==> config.mk <==
export PLATFORM = sky130hd
export DESIGN_NAME = except_collect
export DESIGN_NICKNAME = d
export VERILOG_FILES = /design/src/rtl/except_collect.sv
export SDC_FILE = /design/constraint.sdc
export NUM_CORES = 1
export LEC_CHECK = 0
export BUFFER_PORTS_ARGS = -buffer_cell sky130_fd_sc_hd__buf_2
export CAP_MARGIN = 40
export CORE_AREA = 5 5 241 243
export CTS_CLUSTER_DIAMETER = 150
export CTS_CLUSTER_SIZE = 10
export DETAILED_ROUTE_END_ITERATION = 7
export DIE_AREA = 0 0 246 248
export HOLD_SLACK_MARGIN = 0.12
export SETUP_SLACK_MARGIN = 0.3
export SYNTH_ARGS = -nofsm -noshare
export SYNTH_HDL_FRONTEND = slang
export SYNTH_SLANG_ARGS = --single-unit
export TNS_END_PERCENT = 10
==> constraint.sdc <==
create_clock -name clk -period 5.4 [get_ports clk]
set_input_delay 0.27 -clock clk [delete_from_list [all_inputs] [get_ports clk]]
set_output_delay 0.27 -clock clk [all_outputs]
set_load 0.03 [all_outputs]
==> src/rtl/except_collect.sv <==
// MEM->CP0 exception producer: per-lane priority encode, registered records towards CP0,
// flush/redirect sequencing on CP0's response and a saturating exception counter.
module except_collect #(
    parameter int unsigned EXC_CNT_W = 16
) (
    input  logic                 clk,
    input  logic                 resetn,
    input  logic                 stall,
    input  logic                 i1_valid,
    input  logic [31:0]          i1_pc,
    input  logic                 i1_ds,
    input  logic                 i1_cp0_we,
    input  logic [4:0]           i1_waddr,
    input  logic [4:0]           i1_raddr,
    input  logic [7:0]           i1_exc,
    input  logic [31:0]          i1_rt,
    input  logic [31:0]          i1_badaddr,
    input  logic                 i2_valid,
    input  logic [31:0]          i2_pc,
    input  logic                 i2_ds,
    input  logic                 i2_cp0_we,
    input  logic [4:0]           i2_waddr,
    input  logic [4:0]           i2_raddr,
    input  logic [7:0]           i2_exc,
    input  logic [31:0]          i2_rt,
    input  logic [31:0]          i2_badaddr,
    output logic [43:0]          exceptinfo_o1,
    output logic [43:0]          exceptinfo_o2,
    output logic [31:0]          current_pc_o1,
    output logic [31:0]          current_pc_o2,
    output logic [31:0]          rt_rdata_o1,
    output logic [31:0]          rt_rdata_o2,
    output logic [31:0]          bad_addr_o1,
    output logic [31:0]          bad_addr_o2,
    input  logic                 to_be_flushed,
    input  logic [31:0]          new_pc,
    input  logic [31:0]          epc_i,
    output logic                 flush,
    output logic                 redirect_valid,
    output logic [31:0]          redirect_pc,
    input  logic                 redirect_ready,
    output logic [EXC_CNT_W-1:0] exc_count
);

    localparam logic [31:0] PCASSERT    = 32'h0000_0004;
    localparam logic [31:0] INVALIDINST = 32'h0000_000a;
    localparam logic [31:0] SYSCALL     = 32'h0000_0008;
    localparam logic [31:0] BREAK       = 32'h0000_0009;
    localparam logic [31:0] OV          = 32'h0000_000c;
    localparam logic [31:0] LOADASSERT  = 32'h0000_0014;
    localparam logic [31:0] STOREASSERT = 32'h0000_0005;
    localparam logic [31:0] ERET        = 32'h0000_000e;

    typedef enum logic [1:0] {StIdle, StFlush, StRedir} state_e;
    state_e state_q, state_d;

    // Flag order {eret,ades,adel_d,ov,brk,sys,ri,adel_f}; lowest bit has highest priority.
    function automatic logic [31:0] enc_type(input logic [7:0] exc);
        if (exc[0])      return PCASSERT;
        else if (exc[1]) return INVALIDINST;
        else if (exc[2]) return SYSCALL;
        else if (exc[3]) return BREAK;
        else if (exc[4]) return OV;
        else if (exc[5]) return LOADASSERT;
        else if (exc[6]) return STOREASSERT;
        else if (exc[7]) return ERET;
        else             return 32'b0;
    endfunction

    logic [31:0] type1, type2, win_type;
    logic [43:0] info1, info2;
    logic [31:0] pc1, pc2, rt1, rt2, bad1, bad2;
    logic        lane2_ok, clear;

    always_comb begin
        type1    = i1_valid ? enc_type(i1_exc) : 32'b0;
        info1    = 44'b0;
        pc1      = 32'b0;
        rt1      = 32'b0;
        bad1     = 32'b0;
        if (i1_valid) begin
            info1 = {i1_ds, i1_cp0_we & (type1 == 32'b0), i1_waddr, i1_raddr, type1};
            pc1   = i1_pc;
            rt1   = i1_rt;
            bad1  = i1_exc[0] ? i1_pc : i1_badaddr;
        end
        // Lane 2 is younger: suppress it entirely when lane 1 faults.
        lane2_ok = i2_valid && (type1 == 32'b0);
        type2    = lane2_ok ? enc_type(i2_exc) : 32'b0;
        info2    = 44'b0;
        pc2      = 32'b0;
        rt2      = 32'b0;
        bad2     = 32'b0;
        if (lane2_ok) begin
            info2 = {i2_ds, i2_cp0_we & (type2 == 32'b0), i2_waddr, i2_raddr, type2};
            pc2   = i2_pc;
            rt2   = i2_rt;
            bad2  = i2_exc[0] ? i2_pc : i2_badaddr;
        end
    end

    assign clear    = to_be_flushed || (state_q != StIdle);
    assign win_type = (exceptinfo_o1[31:0] != 32'b0) ? exceptinfo_o1[31:0] : exceptinfo_o2[31:0];

    always_ff @(posedge clk or negedge resetn) begin
        if (!resetn) begin
            exceptinfo_o1 <= 44'b0;
            exceptinfo_o2 <= 44'b0;
            current_pc_o1 <= 32'b0;
            current_pc_o2 <= 32'b0;
            rt_rdata_o1   <= 32'b0;
            rt_rdata_o2   <= 32'b0;
            bad_addr_o1   <= 32'b0;
            bad_addr_o2   <= 32'b0;
        end else if (clear) begin
            exceptinfo_o1 <= 44'b0;
            exceptinfo_o2 <= 44'b0;
            current_pc_o1 <= 32'b0;
            current_pc_o2 <= 32'b0;
            rt_rdata_o1   <= 32'b0;
            rt_rdata_o2   <= 32'b0;
            bad_addr_o1   <= 32'b0;
            bad_addr_o2   <= 32'b0;
        end else if (!stall) begin
            exceptinfo_o1 <= info1;
            exceptinfo_o2 <= info2;
            current_pc_o1 <= pc1;
            current_pc_o2 <= pc2;
            rt_rdata_o1   <= rt1;
            rt_rdata_o2   <= rt2;
            bad_addr_o1   <= bad1;
            bad_addr_o2   <= bad2;
        end
    end

    always_comb begin
        state_d = state_q;
        unique case (state_q)
            StIdle:  if (to_be_flushed) state_d = StFlush;
            StFlush: state_d = redirect_ready ? StIdle : StRedir;
            StRedir: if (redirect_ready) state_d = StIdle;
            default: state_d = StIdle;
        endcase
    end

    assign flush          = (state_q == StFlush);
    assign redirect_valid = (state_q != StIdle);

    always_ff @(posedge clk or negedge resetn) begin
        if (!resetn) begin
            state_q     <= StIdle;
            redirect_pc <= 32'b0;
            exc_count   <= '0;
        end else begin
            state_q <= state_d;
            if (state_q == StIdle && to_be_flushed) begin
                redirect_pc <= (win_type == ERET) ? epc_i : new_pc;
                if (win_type != ERET && exc_count != '1) begin
                    exc_count <= exc_count + EXC_CNT_W'(1);
                end
            end
        end
    end

endmodule
Word level (Yosys, flattened, before mapping)
Index checks and enable logic that the tools add are counted.
{"block": "classes", "n_mux": 50, "eq_ne": 8, "n_reduce_logical": 11, "n_bitwise": 2, "add_sub_neg": 1}
{"cell": "two-way mux 32 bit", "n": 25}
{"cell": "two-way mux 44 bit", "n": 6}
{"cell": "logical NOT 32 bit", "n": 2}
{"cell": "two-way mux 5 bit", "n": 11}
{"cell": "== test 32 x 4 -> 1 bit (second input constant)", "n": 1}
{"cell": "inequality test 32 x 4 -> 1 bit (second input constant)", "n": 1}
{"cell": "nonzero test 32 bit", "n": 1}
{"cell": "adder 16 x 1 -> 16 bit (second input constant)", "n": 1}
{"cell": "two-way mux 4 bit", "n": 4}
{"cell": "inequality test 16 bit (second input constant)", "n": 1}
{"cell": "two-way mux 2 bit", "n": 3}
{"cell": "case mux 2 bit (3 select lines)", "n": 1}
{"cell": "inequality test 2 bit (second input constant)", "n": 2}
{"cell": "AND reduction 2 bit", "n": 2}
{"cell": "logical AND 1 bit", "n": 3}
{"cell": "bitwise AND 1 bit", "n": 2}
{"cell": "== test 2 x 1 -> 1 bit (second input constant)", "n": 1}
{"cell": "== test 2 bit (second input constant)", "n": 1}
{"cell": "logical NOT 2 bit", "n": 1}
{"cell": "inequality test 2 x 1 -> 1 bit (second input constant)", "n": 1}
{"cell": "nonzero test 2 bit", "n": 1}
{"cell": "logical OR 1 bit", "n": 1}
{"block": "totals", "reg_bits": 330}

Depth between registers and ports, before layout
Gate-level depths: netlist (run 1).
{"block": "depth", "word_depth": 17, "depth_mapped": 7, "mapped_depth_nobuf": 6}

Worst setup path after synthesis (run 1)
OpenSTA, ideal clock, no wires.
{"block": "synth_path", "path_kind": "register to register", "from": "register exc_count[0]", "to": "register exc_count[12]", "required_ps": 5266, "n_path_buf": 1, "synth_period_minus_slack_ps": 1925, "path_stages_with_launch": 8, "arrival_ps": 1791, "slack_ps": 3475, "cell_sequence": "dfrtp_1 ha_1 nand4_1 o41ai_1 a21oi_1 buf_2 nand4_1 xnor2_1"}
{"block": "synth_between", "elab_chain_cells": 3, "word_cells_on_any_way": 4}
{"element": "start, declared", "line": "42", "source": "output logic [EXC_CNT_W-1:0] exc_count"}
{"element": "start signal, assigned", "line": "159", "source": "exc_count <= exc_count + EXC_CNT_W'(1);"}
{"element": "parallel branches: the longest is 3 deep, another holds adder 16 x 1 -> 16 bit"}
Parallel ways; which one is timed is not known.
A chain may end at the register's enable or synchronous reset.

Worst setup path in the final report (run 1)
{"block": "layout_path", "from": "input i1_exc[5]", "to": "register exceptinfo_o2[4]"}
{"block": "layout_between", "elab_chain_cells": 13}
{"element": "start, declared", "line": "15", "source": "input logic [7:0] i1_exc,"}
{"element": "two-way mux 5 bit (*)", "line": "64", "source": "else if (exc[5]) return LOADASSERT;"}
{"element": "two-way mux 5 bit (*)", "line": "63", "source": "else if (exc[4]) return OV;"}
{"element": "two-way mux 5 bit (*)", "line": "62", "source": "else if (exc[3]) return BREAK;"}
{"element": "two-way mux 5 bit (*)", "line": "61", "source": "else if (exc[2]) return SYSCALL;"}
{"element": "two-way mux 5 bit (*)", "line": "60", "source": "else if (exc[1]) return INVALIDINST;"}
{"element": "two-way mux 32 bit (*)", "line": "59", "source": "if (exc[0]) return PCASSERT;"}
{"element": "two-way mux 32 bit (*)", "line": "76", "source": "type1 = i1_valid ? enc_type(i1_exc) : 32'b0;"}
{"element": "logical NOT 32 bit (*)", "line": "88", "source": "lane2_ok = i2_valid && (type1 == 32'b0);"}
{"element": "logical AND 1 bit (*)", "line": "88"}
{"element": "two-way mux 32 bit", "line": "89", "source": "type2 = lane2_ok ? enc_type(i2_exc) : 32'b0;"}
{"element": "two-way mux 44 bit (*)", "line": "94", "source": "if (lane2_ok) begin"}
{"element": "two-way mux 44 bit (*)", "line": "124", "source": "end else if (!stall) begin"}
{"element": "two-way mux 44 bit (*)", "line": "115", "source": "end else if (clear) begin"}
{"element": "end signal, assigned", "line": "126", "source": "exceptinfo_o2 <= info2;"}
{"element": "end, declared", "line": "28", "source": "output logic [43:0] exceptinfo_o2,"}
Every way passes the cells marked *; elsewhere a longest branch is shown, timed or not. The select of a mux whose other input is x is not followed.

==> impl_metrics.json, run 1 <==
{
  "hold_viol_final": 0,
  "power.net_switching_mw": 1.73,
  "route.detailed.drc": 0,
  "netlist_area_mm2": 0.0115,
  "portBuffers": 578,
  "final_cell_mix": "buf_2, dlygate4sd3_1, dfrtp_1",
  "synth_ff_type": "dfrtp_1",
  "r2r-end": "redirect_pc[12]",
  "num-nets-final": 2144,
  "reg2reg_depth": 7,
  "gp_congestion": 0.852,
  "critPathKind": "in2reg",
  "h-tree-depth": 1,
  "yosysUniqueCellTypes": 40,
  "rows": 87,
  "cts.path.max_buffers": 3,
  "power.total_mw": 5.55,
  "min_to": "exceptinfo_o2[42]",
  "synth_fa_ha_area_share_pct": 0.109,
  "maxSlewHeadroom_pct": 22.9,
  "grt_pass1_vias": 12000,
  "die_area_mm2": 0.0610,
  "fin_skew_ns": 0.0169,
  "regToRegStartpoint": "exceptinfo_o1[1]",
  "max_slew.worst_pin.slew_ns": 1.16,
  "hold_path.startpoint": "i2_cp0_we",
  "ctsResizeCount": 0,
  "setup_viol": 0,
  "synth_compound_area_share_pct": 17.3,
  "via_per_inst": 4.32,
  "hold_class": "in2reg",
  "finalCriticalPeriod_ns": 2.74,
  "overflow": 0,
  "ys_async_sr_fraction_pct": 100,
  "outcome": "finished, final reports clean",
  "antenna_found_initial": 2,
  "core_mm2": 0.0557,
  "hold_buffers": 298,
  "fin_tns_setup_ns": 0,
  "seq_area_frac_synth_pct": 60.1,
  "synthSimpleGateAreaFrac_pct": 8.75,
  "power_frac_comb_pct": 24.6,
  "clockRootBuffer": "clkbuf_16",
  "leakagePower_nw": 9.74,
  "muxShareOfSynthArea_pct": 5.77,
  "clk_pin_slew_worst_paths_ns": 0.06,
  "start_kind": "input pin",
  "drt_iter0_drc": 491,
  "final_max_slew_viol_count": 0,
  "final_common_cell": "buf_2",
  "die_h_um": 248,
  "synth_top_family_by_area": "compound AO/OA/AOI/OAI gates",
  "synth_cells": 987,
  "clk-insertion-delay-late_ns": 0.58,
  "post_cts_buffers": 0,
  "period_share_pct": 50.7,
  "drt_wl_total_um": 45900,
  "p_per_area_mw_per_mm2": 295,
  "drv_cap": 0,
  "dp_hpwl_um": 30900,
  "fillers": 5490,
  "die_x_um": 246,
  "critPathRequiredTime_ns": 5.91,
  "grt_pass1_wl_um": 68600,
  "ys_top_cells_by_area": "dfrtp_1, a22o_1, mux2i_1, nand2_1, buf_4",
  "swShare_pct": 31.2,
  "grt_max_degree": 227,
  "post-route-util_pct": 33.8,
  "rsz0062_at_grt": "false",
  "drt.antenna.violating_nets": 0,
  "synth_top_cell_by_area": "dfrtp_1",
  "cts_made_buffers": 31,
  "dp.cells": 2265,
  "grt_use_total_pct": 14.0,
  "crit_path_end_kind": "register",
  "dr.pass1.iters": 5,
  "crit_fanout": 35,
  "ys_ff_latch": 276,
  "min_path_cells": 3,
  "wl_per_cell_um": 17.7,
  "fin_cells": 2599,
  "vdd_ir_drop_max_mv": 0.215,
  "vias": 11200,
  "initial_core_util_pct": 20.6,
  "area_growth_pct": 63.7,
  "yosys_warnings": 0,
  "cp_data_arrival_time_ns": 3.25,
  "pwr-share-seq_pct": 42.1,
  "numClockSinks": 276,
  "synth-edff-count": 0,
  "yosys.area_share.xor_xnor_pct": 1.14,
  "clockPowerShare_pct": 33.3,
  "ios": 633,
  "cts_tree": "yes",
  "syn_area_per_cell_um2": 11.7,
  "intPower_mw": 3.82,
  "r2r_slack_ns": 2.67,
  "clock.fmax_mhz": 365,
  "drive_above_1_share_pct": 34.6,
  "yosysTopAreaCellShare_pct": 60.1
}
==> power by group through the flow <==
stage	Combinational, mW	Clock, mW	Sequential (mW)
after floorplan	0.379	0	2.66
after global placement	1.08	0	2.36
after detailed placement	1.10	0	2.37
after CTS	1.36	1.93	2.33
after global routing	1.46	2.00	2.36
final	1.36	1.85	2.33
==> cell usage after synthesis, drive strengths merged, types with 4 or more instances <==
cell type  count
nand2        146
a31oi         32
nand4          9
nor2          46
and2           4
a22o         153
nand3          8
mux2i         64
o21ai         68
clkbuf        25
and3           4
nor4           8
buf          100
dfrtp        276
a32o           4
xnor2         14
==> through the flow <==
step           hold slack (ns)  setup slack, ns  instance area [um2]
3_5_place_dp             0.200             2.90                15000
6_report                 0.182             2.66                18800
3_3_place_gp             0.194             2.63                14900
4_1_cts                  0.131             2.69                18800
5_1_grt                  0.177             2.48                18800
2_1_floorplan          -0.0256             3.48                11700
==> critical path, cell delays in order <==
cell and delay, ns:
dlygate4sd3_1 0.53, buf_2 0.15, nor4_1 0.58, a21bo_2 0.32, nand3_1 0.09, buf_4 0.27, nor2_1 0.29, a32o_1 0.20
dlygate4sd3_1 0.55
==> final cells by class <==
type,count,area (um2),share of cell area (%)
Antenna cell,3,7.51,0.0399
Clock buffer,31,776,4.12
Clock inverter,2,38.8,0.206
Inverter,1,3.75,0.0199
Multi-Input combinational cell,638,4020,21.4
Sequential cell,276,6910,36.7
Tap cell,756,946,5.03
Timing Repair Buffer,892,6130,32.5
==> routing by layer <==
metal  wire [um]  GRT usage [%]
met5           0              0
met4        1830           5.66
met3        3520           2.96
met2       23000           24.7
met1       17600           16.7
==> how the worst max path moves through the flow <==
stage	from	endpoint	cells past startpoint
2_1_floorplan	exc_count[0]	exc_count[12]	7
3_3_place_gp	i1_exc[4]	exceptinfo_o2[40]	5
3_5_place_dp	i1_exc[0]	current_pc_o2[21]	6
4_1_cts	exceptinfo_o1[1]	redirect_pc[21]	7
5_1_grt	state_q[1]	exceptinfo_o1[1]	7
6_report	i1_exc[5]	exceptinfo_o2[4]	9
==> state kept, by name (all words and copies together), names as in the netlist <==
name and count:
current_pc_o1 32, bad_addr_o1 32, rt_rdata_o1 32, bad_addr_o2 32, redirect_pc 32, exceptinfo_o2 17
exc_count 16, state_q 2, rt_rdata_o2 32, current_pc_o2 32, exceptinfo_o1 17
==> logic make-up (layout without fill, tap and decap cells) <==
logic type               after synthesis  after routing
adder cells (fa/ha/maj)                1              1
multiplexers                          66             66
other                                  1             57
AND/OR/NAND/NOR                      237            237
XOR/XNOR                              15             15
flip-flops                           276            276
AO/OA/AOI/OAI                        265            265
buffers and inverters                126            926
Note: power is estimated with default switching activity, not from simulation.
==> inputs of run 2 (changes only) <==
--- a/config.mk
+++ b/config.mk
@@ -5,13 +5,14 @@
 export SDC_FILE = /design/constraint.sdc
 export NUM_CORES = 1
 export LEC_CHECK = 0
+export ABC_AREA = 1
 export BUFFER_PORTS_ARGS = -buffer_cell sky130_fd_sc_hd__buf_2
 export CAP_MARGIN = 40
-export CORE_AREA = 5 5 241 243
+export CORE_AREA = 5 5 244 246
 export CTS_CLUSTER_DIAMETER = 150
 export CTS_CLUSTER_SIZE = 10
 export DETAILED_ROUTE_END_ITERATION = 7
-export DIE_AREA = 0 0 246 248
+export DIE_AREA = 0 0 249 251
 export HOLD_SLACK_MARGIN = 0.12
 export SETUP_SLACK_MARGIN = 0.3
 export SYNTH_ARGS = -nofsm -noshare
==> constraint.sdc (replaced) <==
create_clock -name clk -period 2.68 [get_ports clk]
set_input_delay 0.134 -clock clk [delete_from_list [all_inputs] [get_ports clk]]
set_output_delay 0.134 -clock clk [all_outputs]
set_load 0.03 [all_outputs]
==> impl_metrics.json, run 2 <==
{
  "syn_area_per_cell_um2": 8.77,
  "synth-edff-count": 0,
  "antenna_found_initial": 1,
  "yosysUniqueCellTypes": 38,
  "synth_common_cells": "nand2_1, dfrtp_1, o21ai_0, inv_1, nor2_1",
  "final_max_slew_viol_count": 0,
  "route.detailed.drc": 0,
  "overflow": 0,
  "crit_fanout": 27,
  "ys_async_sr_fraction_pct": 100,
  "final_common_cell": "buf_2",
  "min_path_cells": 4,
  "maxSlewHeadroom_pct": 50.0,
  "max_slew.worst_pin.slew_ns": 0.747,
  "critPathRequiredTime_ns": 3.20,
  "clock.fmax_mhz": 437,
  "critPathKind": "reg2reg",
  "yosysMostFrequentCell": "nand2_1",
  "die_x_um": 249,
  "fin_skew_ns": 0.0275,
  "leakagePower_nw": 10.9,
  "die_area_mm2": 0.0625,
  "final_cell_mix": "buf_2, nand2_1, dlygate4sd3_1",
  "hold_viol_final": 0,
  "p_per_area_mw_per_mm2": 528,
  "drt_wl_total_um": 48900,
  "yosysTopAreaCellShare_pct": 55.1,
  "power.total_mw": 10.7,
  "rsz0062_at_grt": "true",
  "core_mm2": 0.0571,
  "ys_ff_latch": 276,
  "period_share_pct": 85.4,
  "synth_top_cell_by_area": "dfrtp_1",
  "grt_pass1_wl_um": 76400,
  "die_h_um": 251,
  "grt_max_degree": 85,
  "ios": 633,
  "drv_cap": 0,
  "reg2reg_depth": 8,
  "netlist_area_mm2": 0.0125,
  "setup_viol": 0,
  "rows": 88,
  "clk-insertion-delay-late_ns": 0.58,
  "drt.antenna.violating_nets": 0,
  "cts_tree": "yes",
  "cts_made_buffers": 31,
  "ys_top_cells_by_area": "dfrtp_1, nand2_1, o21ai_0, inv_1, buf_4",
  "portBuffers": 578,
  "gp_congestion": 0.850,
  "grt_use_total_pct": 14.8,
  "clockRootBuffer": "clkbuf_16",
  "num-nets-final": 2619,
  "drive_above_1_share_pct": 28.9,
  "cts.path.max_buffers": 3,
  "clk_pin_slew_worst_paths_ns": 0.06,
  "post_cts_buffers": 0,
  "synth_ff_type": "dfrtp_1",
  "h-tree-depth": 1,
  "wl_per_cell_um": 15.9,
  "drt_iter0_drc": 559,
  "whs_ns": 0.157,
  "finalCriticalPeriod_ns": 2.29,
  "vdd_ir_drop_max_mv": 0.417,
  "outcome": "finished, final reports clean",
  "numClockSinks": 276,
  "dr.pass1.iters": 5,
  "hold_class": "in2reg",
  "area_growth_pct": 61.3,
  "grt_pass1_vias": 13800,
  "synth_cells": 1431,
  "seq_area_frac_synth_pct": 55.1,
  "yosys_warnings": 0,
  "cp_data_arrival_time_ns": 2.80,
  "start_kind": "register",
  "initial_core_util_pct": 22.0,
  "dp_hpwl_um": 33000,
  "crit_path_end_kind": "register",
  "via_per_inst": 4.23,
  "vias": 13000,
  "fin_tns_setup_ns": 0
}
run 2: cell count changes after synthesis, moves of 11 or more:
cell / delta
a22o_1: -153
a31oi_1: -31
a32o_1: +26
inv_1: +166
mux2i_1: -32
nand2_1: +251
nand3_1: +23
nor2_1: +11
o21ai_0: +159
o21ai_1: +20
run 2: report_power, final:
group	total [mW]	switching [mW]	leakage [nW]	internal, mW
clock network	3.76	1.65	0.401	2.11
registers	4.59	0.181	3.77	4.40
logic	2.34	1.46	6.77	0.880
total	10.7	3.28	10.9	7.40
run 2: worst paths after layout:
check | startpoint | to | slack [ns]
min in group asynchronous | resetn | bad_addr_o2[3] | 0.19
max in group asynchronous | resetn | current_pc_o1[5] | 1.73
worst min register to register | current_pc_o1[22] | current_pc_o1[22] | 0.47
worst max register to register | state_q[1] | rt_rdata_o2[20] | 0.39
worst max-delay path | state_q[1] | rt_rdata_o2[20] | 0.39
worst min-delay path | i2_valid | rt_rdata_o2[26] | 0.16
run 2: what timing repair did:
item,4_1_cts,5_1_grt
gates resized for setup,0,1
hold buffers,321,0
endpoints found under the setup margin,0,6
endpoints found under the hold margin,535,0
run 2: cell families after synthesis:
| logic type | Yosys count | synth area share [%] |
|---|---|---|
| adder cells (fa/ha/maj) | 1 | 0.0997 |
| multiplexers | 32 | 2.55 |
| XOR/XNOR | 12 | 0.838 |
| other | 1 | 0.0299 |
| flip-flops | 276 | 55.1 |
| buffers and inverters | 302 | 11.5 |
| AND/OR/NAND/NOR | 515 | 16.7 |
| AO/OA/AOI/OAI | 292 | 13.2 |
run 2: through the flow:
step / cell area [um2] / setup slack, ns / utilization, % / cells
2_1_floorplan: 12700 / 0.932 / - / 1484
6_report: 20200 / 0.392 / 35.4 / 3082
3_3_place_gp: 16200 / 0.698 / 28.3 / 2725
3_5_place_dp: 16200 / 0.714 / 28.4 / 2726
4_1_cts: 20200 / 0.367 / 35.4 / 3080
5_1_grt: 20200 / 0.233 / 35.4 / 3081
run 2: worst max-delay path: stages, from the launching register on:
cell and delay, ns:
dfrtp_1 0.42, nor2_4 0.15, nand2_2 0.17, nor2_4 0.34, buf_12 0.24, buf_4 0.19
nand2_1 0.07, o21ai_2 0.05, dlygate4sd3_1 0.55
run 2: final cells by class:
class                   count  area (um2)
fillers                  5729       36900
clock buffers              31         776
repair buffers            931        6500
diodes                      2        5.00
inverters                 169         637
flip-flops and latches    276        6910
multi-input cells         906        4420
clock inverters             2        38.8
well taps                 765         957
run 2: metal layers:
layer | track usage [%] | up-vias | wire length (um)
li1 | - | 6195 | -
met2 | 25.7 | 607 | 24100
met4 | 7.16 | 0 | 2490
met3 | 3.81 | 138 | 3730
met1 | 17.2 | 6091 | 18600
met5 | 0 | - | 0
==> inputs of run 3 (changes only) <==
==> constraint.sdc (replaced) <==
create_clock -name clk -period 2.9 [get_ports clk]
set_input_delay 0.145 -clock clk [delete_from_list [all_inputs] [get_ports clk]]
set_output_delay 0.145 -clock clk [all_outputs]
set_load 0.03 [all_outputs]
==> impl_metrics.json, run 3 (synthesized netlist as in run 2, its figures left out) <==
{
  "rsz0062_at_grt": "false",
  "critPathRequiredTime_ns": 3.37,
  "drt_wl_total_um": 47500,
  "clk_pin_slew_worst_paths_ns": 0.06,
  "critPathKind": "in2reg",
  "core_mm2": 0.0571,
  "vias": 12900,
  "die_area_mm2": 0.0625,
  "fin_skew_ns": 0.0248,
  "cts_tree": "yes",
  "max_slew.worst_pin.slew_ns": 0.795,
  "grt_use_met2_pct": 24.5,
  "die_x_um": 249,
  "route.detailed.drc": 0,
  "maxSlewHeadroom_pct": 47.0,
  "cp_data_arrival_time_ns": 2.90,
  "numClockSinks": 276,
  "num-nets-final": 2607,
  "grt_use_total_pct": 14.2,
  "cts.path.max_buffers": 3,
  "grt_util_met1_pct": 16.8,
  "grt_max_degree": 90,
  "grt_pass1_wl_um": 73500,
  "wl_per_cell_um": 15.5,
  "fin_ws_ns": 0.467,
  "drt.antenna.violating_nets": 0,
  "use_met3_pct": 3.79,
  "cts_made_buffers": 31,
  "overflow": 0,
  "dp_hpwl_um": 31900,
  "grt_pass1_vias": 13400,
  "regToRegStartpoint": "exceptinfo_o2[4]",
  "clockRootBuffer": "clkbuf_16",
  "crit_path_end_kind": "register",
  "setup_viol": 0,
  "clk-insertion-delay-late_ns": 0.58,
  "max_stage_delay_ns": 0.58,
  "pre_cts_slack_ns": 1.00,
  "grt_busiest_layer": "met2",
  "cp.buffers_inverters": 5,
  "antenna_found_initial": 1,
  "final_common_cell": "buf_2",
  "area_growth_pct": 60.4,
  "initial_core_util_pct": 22.0,
  "fillers": 5740,
  "die_h_um": 251,
  "drv_cap": 0,
  "h-tree-depth": 1,
  "hold_class": "in2async",
  "slowest_stage": "dlygate4sd3_1",
  "cpMostUsedCell": "nand2_1",
  "worst_path_dominant_cell_family": "buffers and inverters",
  "portBuffers": 578,
  "final_cell_mix": "buf_2, nand2_1, dlygate4sd3_1",
  "drive_above_1_share_pct": 28.7,
  "period_share_pct": 83.9,
  "path_cells": "dlygate4sd3_1 -> buf_2 -> inv_1 -> nor2_2 -> dlygate4sd3_1 -> nand2_1 -> nand2_1 -> nor2_1 -> o21ai_0 -> nand2_1 -> dlygate4sd3_1 -> nand2_1",
  "start_kind": "input pin",
  "crit_fanout": 5,
  "gp_congestion": 0.878,
  "hold_viol_final": 0,
  "clock.fmax_mhz": 411,
  "outcome": "finished, final reports clean",
  "vdd_ir_drop_max_mv": 0.423,
  "final_max_slew_viol_count": 0,
  "ios": 633,
  "rows": 88,
  "via_per_inst": 4.21,
  "fin_tns_setup_ns": 0,
  "finalCriticalPeriod_ns": 2.43,
  "leakagePower_nw": 10.9,
  "p_per_area_mw_per_mm2": 495,
  "cp-startpoint": "i1_valid",
  "dr.pass1.iters": 5,
  "drt_iter0_drc": 639
}
[run 3: cell count changes in the layout (fill, tap and decap cells not counted), sizes merged]
cell,change
buf,-8
dlygate4sd3,-4
[run 3: where the power goes]
| group | leakage (nW) | total [mW] | internal (mW) | switching (mW) |
|---|---|---|---|---|
| logic | 6.73 | 2.24 | 0.886 | 1.35 |
| clock network | 0.401 | 3.48 | 1.95 | 1.53 |
| registers | 3.77 | 4.23 | 4.07 | 0.161 |
[run 3: path summary, 6_finish.rpt]
kind	endpoint	slack, ns	cells after the start
max in group asynchronous	rt_rdata_o1[7]	1.85	3
min in group clk	state_q[0]	0.19	4
min reg2reg	bad_addr_o1[22]	0.47	2
max	exceptinfo_o2[42]	0.47	12
max reg2reg	redirect_pc[0]	0.54	8
min	bad_addr_o1[29]	0.19	2
[run 3: timing repair]
item	in CTS	in global routing
setup buffers	0	0
resized for setup	0	1
hold endpoints to repair	424	0
hold buffers	317	0
setup endpoints to repair	0	7
[run 3: layout make-up]
type / count / area, um2 / area share (%)
repair buffers: 919 / 6380 / 31.7
diodes: 2 / 5.00 / 0.0249
clock inverters: 2 / 38.8 / 0.193
inverters: 169 / 637 / 3.17
multi-input cells: 906 / 4420 / 22.0
well taps: 765 / 957 / 4.76
flip-flops and latches: 276 / 6910 / 34.3
clock buffers: 31 / 776 / 3.86
[run 3: layer usage]
metal | up-vias | wire length [um]
met2 | 554 | 23600
met1 | 6060 | 18300
li1 | 6169 | -
met5 | - | 0
met4 | 0 | 2180
met3 | 130 | 3400
[run 3: metrics by stage]
stage / instances / area [um2] / power (mW) / util (%) / hold WS [ns]
2_1_floorplan: 1484 / 12700 / 5.37 / - / -0.151
3_3_place_gp: 2717 / 16100 / 6.07 / 28.2 / 0.207
3_5_place_dp: 2718 / 16100 / 6.08 / 28.2 / 0.202
4_1_cts: 3068 / 20100 / 10.1 / 35.2 / 0.155
5_1_grt: 3069 / 20100 / 10.4 / 35.2 / 0.192
6_report: 3070 / 20100 / 9.95 / 35.2 / 0.185
